--- config.mk ---
export PLATFORM = sky130hd
export DESIGN_NAME = control_sequencer
export DESIGN_NICKNAME = d
export VERILOG_FILES = /design/src/rtl/control_sequencer.sv
export SDC_FILE = /design/constraint.sdc
export NUM_CORES = 1
export LEC_CHECK = 0
export ABC_AREA = 1
export CAP_MARGIN = 20
export CORE_MARGIN = 4
export CORE_UTILIZATION = 53
export CTS_BUF_LIST = sky130_fd_sc_hd__clkbuf_16
export DETAILED_ROUTE_END_ITERATION = 10
export PLACE_DENSITY = 0.85
export SKIP_CTS_REPAIR_TIMING = 1
export SLEW_MARGIN = 20
export SYNTH_ARGS = -nofsm -noshare
export SYNTH_HDL_FRONTEND = slang
export SYNTH_SLANG_ARGS = --single-unit
--- constraint.sdc ---
create_clock -name clk -period 2.1 [get_ports clk]
set_input_delay 0.21 -clock clk [delete_from_list [all_inputs] [get_ports clk]]
set_output_delay 0.21 -clock clk [all_outputs]
set_load 0.05 [all_outputs]
--- src/rtl/control_sequencer.sv ---
// control_sequencer
//   Machine-cycle sequencer for the Harvard CPU. Produces the one-hot cycle
//   state (fetch/exec1/exec2) consumed by the instruction decoder, owns the
//   4-bit instruction register, counts retired instructions, and enters a
//   sticky halt on STP. Supports free-run and single-step operation.
//
// Ports:
//   clk          system clock, rising-edge active
//   rst_n        asynchronous active-low reset
//   run          level: execute instructions / pause at next boundary
//   single_step  level: one instruction per rising edge of step
//   step         step request (rising edge detected internally)
//   inst_in      opcode from program memory, sampled during fetch
//   state        one-hot {exec2, exec1, fetch}; 000 when idle or halted
//   inst         instruction register, drives the decoder
//   ir_load      fetch cycle marker; IR captures inst_in at the next edge
//   halted       sticky halt flag, set after STP retires
//   busy         high whenever state != 000
//   icount       retired-instruction count, wraps modulo 2^ICNT_W
module control_sequencer #(
  parameter int unsigned ICNT_W     = 16,
  parameter logic [15:0] EXEC2_MASK = 16'h0024
) (
  input  logic              clk,
  input  logic              rst_n,
  input  logic              run,
  input  logic              single_step,
  input  logic              step,
  input  logic [3:0]        inst_in,
  output logic [2:0]        state,
  output logic [3:0]        inst,
  output logic              ir_load,
  output logic              halted,
  output logic              busy,
  output logic [ICNT_W-1:0] icount
);

  localparam logic [3:0] OP_STP = 4'b0100;

  typedef enum logic [2:0] {
    S_IDLE,
    S_FETCH,
    S_EXEC1,
    S_EXEC2,
    S_HALT
  } fsm_e;

  fsm_e              fsm_q, fsm_d;
  logic [3:0]        inst_q, inst_d;
  logic [ICNT_W-1:0] icount_q, icount_d;
  logic              step_q, step_d;

  logic              step_rise;
  logic              go;
  logic              go_cont;
  logic              retire;

  // State register
  always_ff @(posedge clk or negedge rst_n) begin
    if (!rst_n) begin
      fsm_q    <= S_IDLE;
      inst_q   <= '0;
      icount_q <= '0;
      step_q   <= 1'b0;
    end else begin
      fsm_q    <= fsm_d;
      inst_q   <= inst_d;
      icount_q <= icount_d;
      step_q   <= step_d;
    end
  end

  // Next-state logic
  always_comb begin
    step_rise = step & ~step_q;
    go        = run & (~single_step | step_rise);
    go_cont   = run & ~single_step;
    fsm_d     = fsm_q;
    retire    = 1'b0;
    case (fsm_q)
      S_IDLE: begin
        if (go) fsm_d = S_FETCH;
      end
      S_FETCH: begin
        fsm_d = S_EXEC1;
      end
      S_EXEC1: begin
        // STP is checked ahead of the mask so a mask bit on opcode 4 cannot
        // stretch the halting instruction.
        if (inst_q == OP_STP) begin
          fsm_d  = S_HALT;
          retire = 1'b1;
        end else if (EXEC2_MASK[inst_q]) begin
          fsm_d = S_EXEC2;
        end else begin
          retire = 1'b1;
          fsm_d  = go_cont ? S_FETCH : S_IDLE;
        end
      end
      S_EXEC2: begin
        retire = 1'b1;
        fsm_d  = go_cont ? S_FETCH : S_IDLE;
      end
      S_HALT: begin
        fsm_d = S_HALT;
      end
      default: begin
        fsm_d = S_IDLE;
      end
    endcase
  end

  // Datapath next values
  always_comb begin
    step_d   = step;
    inst_d   = (fsm_q == S_FETCH) ? inst_in : inst_q;
    icount_d = retire ? (icount_q + ICNT_W'(1)) : icount_q;
  end

  // Outputs, decoded from flops only
  always_comb begin
    state = 3'b000;
    case (fsm_q)
      S_FETCH: state = 3'b001;
      S_EXEC1: state = 3'b010;
      S_EXEC2: state = 3'b100;
      default: state = 3'b000;
    endcase
    ir_load = (fsm_q == S_FETCH);
    halted  = (fsm_q == S_HALT);
    busy    = (state != 3'b000);
    inst    = inst_q;
    icount  = icount_q;
  end

endmodule

# ---- After elaboration in Yosys (flattened, before gate mapping)
# Memory sizes are Yosys's and may differ from the RTL's.
# Cells that the tools add are included.
dict set report classes {
  n_eq_ne 6
  n_mux 10
  n_bitwise 6
  add_sub_neg 1
  n_lt_le_gt_ge 1
  n_reduce_logical 2
}
# op n
set ops {}
lappend ops {{16-bit by 1-bit adder with 16-bit output (second input constant)} 1}
lappend ops {{3-bit case mux with 5 select lines} 1}
lappend ops {{3-bit case mux with 3 select lines} 1}
lappend ops {{3-bit by 2-bit == test with 1-bit output (second input constant)} 2}
lappend ops {{3-bit 2-to-1 mux} 2}
lappend ops {{4-bit by 5-bit less-than comparator with 1-bit output (second input constant)} 1}
lappend ops {{4-bit by 3-bit == test with 1-bit output (second input constant)} 1}
lappend ops {{1-bit 2-to-1 mux} 4}
lappend ops {{1-bit bitwise AND} 3}
lappend ops {{3-bit by 1-bit == test with 1-bit output (second input constant)} 1}
lappend ops {{3-bit == test (second input constant)} 1}
lappend ops {{3-bit logical NOT} 1}
lappend ops {{3-bit nonzero test} 1}
lappend ops {{2-bit 2-to-1 mux} 1}
lappend ops {{2-bit != test (second input constant)} 1}
lappend ops {{1-bit NOT} 2}
lappend ops {{1-bit case mux with 2 select lines} 1}
lappend ops {{1-bit OR} 1}
dict set report totals {
  word_cells 31
  reg_bits 24
  input_bits 9
  memories 1
  romBits 16
  out_inout_bits 26
}
# name words word_bits rd rd_clocked_by_memory_dff write_ports line_no
set mem_list {}
lappend mem_list {{(name not given)} 16 1 1 0 0 93} ;# end else if (EXEC2_MASK[inst_q]) begin

# ---- Longest topological paths before layout
dict set report logic_depth {
  depth_word 6
  depth_mapped 8
  depth_no_buf 8
}

# ---- Least setup slack after synthesis
# No wires, ideal clock.
dict set report synth_timing {
  kind {register to output}
  from {register fsm_q[1]}
  to {output state[0]}
  path_slack_ps 367
  path_stages_with_launch 2
  n_path_buf 0
  arrival_time_ps 1523
  required_ps 1890
  path_cell_list {dfrtp_1 > nor3_1}
}
dict set report synth_via {
  elab_chain_len 2
  elab_cells_between_ends 4
  classes_between {eq/ne (3); mux (1)}
}
# item line_no
set synth_rtl {}
lappend synth_rtl {{from (decl)} 48} ;# fsm_e fsm_q, fsm_d;
lappend synth_rtl {{from (signal assigned)} 66} ;# fsm_q <= fsm_d;
lappend synth_rtl {{3-bit by 2-bit == test with 1-bit output or 3-bit by 1-bit == test with 1-bit output (tied branches)} 123} ;# case (fsm_q)
lappend synth_rtl {{3-bit case mux with 3 select lines (*)} 123}
lappend synth_rtl {{to (decl)} 30} ;# output logic [2:0] state,
# Every way passes the cells marked *; elsewhere a longest branch is shown, timed or not.

# ---- Final worst setup path
dict set report layout_timing {
  from {register fsm_q[0]}
  to {output state[0]}
}
# The elaborated chain is that of the path after synthesis.

==> run summary <==
Status: completed
Yosys cell types: 24
GR Util met2: 0.346
Mapped Nets: 210
Sw Ratio: 0.483
Port Buffers: 34
Die Area: 3660 um^2
Crit path kind: reg -> out
Hold Vio Cnt, Final: 0
Met3 Usage GRT: 0.0255
Filler cell count: 189
Worst hold path type: in -> async
Max-slew headroom: 0.647
Crit-path max FO: 4
Clk network pwr share: 0.215
Main flop type after synthesis: dfrtp_1
Netlist Area Pre-Place: 1460 um^2
Drt total wl: 3.35 mm
Die W: 60.5 um
Worst slack at placement: 0.331 ns
Worst stage delay on the critical path: 0.83 ns
Top cells by count, synth: 83 x nand2_1, 24 x dfrtp_1, 19 x inv_1
Root buffer cell: clkbuf_16
Clock skew: 0.00611 ns
Synth Instances: 200
Switching Power: 0.00123 W
Non-Filler Instances: 267
Post-DRT Antenna Nets: 0
Core area: 2540 um^2
IO Pins: 35
Lkg Pwr: 0.894 nW
Setup_tns: 0 ns
Synth top area cells: dfrtp_1 41%, nand2_1 21%, inv_1 4.9%
Final net count: 248
Worst setup path start: fsm_q[0]$_DFFE_PN0P_
Largest net degree at the start of global routing: 25
Clk slew on worst S/H paths: 0.07 ns
DRT Pass-1 Iters: 4
Top cell type by total area after synthesis: dfrtp_1
Ant. Diodes: 0
Global route hottest layer: met2
Critical path, cell by cell: inv_1 -> nor3_1 -> clkdlybuf4s50_1
Peak supply drop: 1140 uV
Pwr dens: 1330 nW/um^2
Req. time, crit path: 1.89 ns
Sequential share of the synthesized area: 0.411
Yosys warns: 0
Synthesized flop and latch total: 24
Period utilization: 0.957
Clock sink count: 24
Min cycle time layout: 2.01 ns
Initial drt markers: 74
Tot Pwr: 0.00256 W
Total gr overflow: 0
Slowest CP cell: clkdlybuf4s50_1
Count leader, synth: nand2_1
Vias/cell: 5.16
Tightest Pin Transition: 0.527 ns
Sequential share of power: 0.273
FF-to-FF Start: icount[1]$_DFFE_PN0P_
Final setup fails: 0
Ys async rst share: 1.00
Worst-case clock buffer depth: 2
First-pass GRT wire length: 5.77 mm
Overall routing resource usage: 0.209
DP Cell Count: 263
Post-synth EDFFs: 0
CP endpoint kind: primary output
Starting Density: 0.574
CP arrival: 1.80 ns
Fin util: 0.755
Remaining DRCs: 0
Crit start category: flip-flop
CTS Buf Count: 3
Buffers & Inverters on Critical Path: 2
Internal power: 0.00132 W
Crit path max-delay family: buffers and inverters
Area fraction of the dominant cell type after synthesis: 0.411
Routability cong.: 0.775
Dpl hpwl: 2.33 mm
Skew-Pair Late Insertion Delay: 0.26 ns
Vias in the first global route: 1336
Antenna violations before repair: 0
M1 GR Usage: 0.278
RSZ-0062 raised after global routing: false
Layout cell share with drive strength beyond 1: 0.114
Chip height: 60.5 um
Area grow syn2layout: 31.6%
Vias: 1377
Row cnt: 18
Routed wire length per instance: 12.5 um
Comb pwr share: 0.512
# H-tree levels: 1
CTS tree: built
Syn_area_per_cell: 7.30 um^2
PnR worst setup slack: 0.0908 ns
Max Clk Rate: 498 MHz
Max Cap Viol: 0
Pins over their slew limit: 0
worst paths after layout:
kind | slack (ns) | endpoint | depth (start not counted)
max | 0.09 | state[0] | 3
min | 0.31 | inst[3]$_DFFE_PN0N_ | 2
max reg2reg | 0.61 | icount[14]$_DFFE_PN0P_ | 8
min reg2reg | 0.53 | icount[15]$_DFFE_PN0P_ | 2
max in group asynchronous | 1.54 | icount[11]$_DFFE_PN0P_ | 2
min in group clk | 0.42 | step_q$_DFF_PN0_ | 1
metrics by stage:
stage	hold slack [ns]	area, um^2
global route	0.346	1920
global placement	0.496	1810
detailed placement	0.502	1810
CTS	0.327	1920
floorplan	-0.0856	1460
finish	0.311	1920
state kept, by name (all words and copies together) (netlist names):
signal	flops
inst	4
step_q	1
fsm_q	3
icount	16
placed cells by master, fill, tap and decap left out:
master / synthesis / final
nand2_1: 83 / 83
clkdlybuf4s50_1: 0 / 31
dfrtp_1: 24 / 24
inv_1: 19 / 19
nor2_1: 18 / 18
nand3_1: 7 / 7
xor2_1: 7 / 7
nand4_1: 6 / 6
nor2_4: 5 / 5
o21ai_1: 5 / 5
inv_2: 4 / 4
nand2_2: 3 / 3
o21ai_0: 3 / 3
clkbuf_16: 0 / 3
buf_4: 0 / 3
nor3_1: 2 / 2
nand2_4: 2 / 2
nand3_2: 2 / 2
o21ai_2: 2 / 2
nor3_2: 1 / 1
nor2_2: 1 / 1
o31ai_1: 1 / 1
nand3b_1: 1 / 1
a21oi_1: 1 / 1
ha_1: 1 / 1
bufinv_16: 0 / 1
dlymetal6s2s_1: 0 / 1
power groups by stage:
stage,logic (W),clock network [W],registers [W]
4_1_cts,0.00132,0.000552,0.000697
3_3_place_gp,0.00128,0,0.000698
3_5_place_dp,0.00130,0,0.000700
6_report,0.00131,0.000550,0.000697
5_1_grt,0.00141,0.000569,0.000719
2_1_floorplan,0.000725,0,0.000951
worst register-to-register path, stage by stage (launching register included):
cell and delay [ns]:
dfrtp_1 0.43, ha_1 0.30, nand3_1 0.12, nor2_2 0.16
nand3_1 0.11, nand2_1 0.07, nand2_1 0.05, nand2_1 0.05
nand2_1 0.08
kinds of logic (layout without fill, tap and decap cells):
family | after synthesis | count (layout) | share of synthesized area
DFF | 24 | 24 | 0.411
and+or+nand+nor | 131 | 131 | 0.413
adders and majority gates | 1 | 1 | 0.00857
AOI/OAI and AO/OA | 12 | 12 | 0.0480
xor gates and xnor gates | 7 | 7 | 0.0420
buffers and inverters | 25 | 62 | 0.0771
cell type report:
class,count,area [um^2],area share
clock buffers,3,75.1,0.0391
clock inverters,1,30.0,0.0156
inverters,23,86.3,0.0449
multi-input cells,151,747,0.389
flip-flops and latches,24,601,0.313
well taps,30,37.5,0.0195
repair buffers,35,345,0.180
per-layer routing:
layer,share of wire,wire (um)
met5,0,0
met4,0.024,80
met3,0.037,123
met2,0.50,1670
met1,0.44,1480
Note: power is estimated with default switching activity, not from simulation.
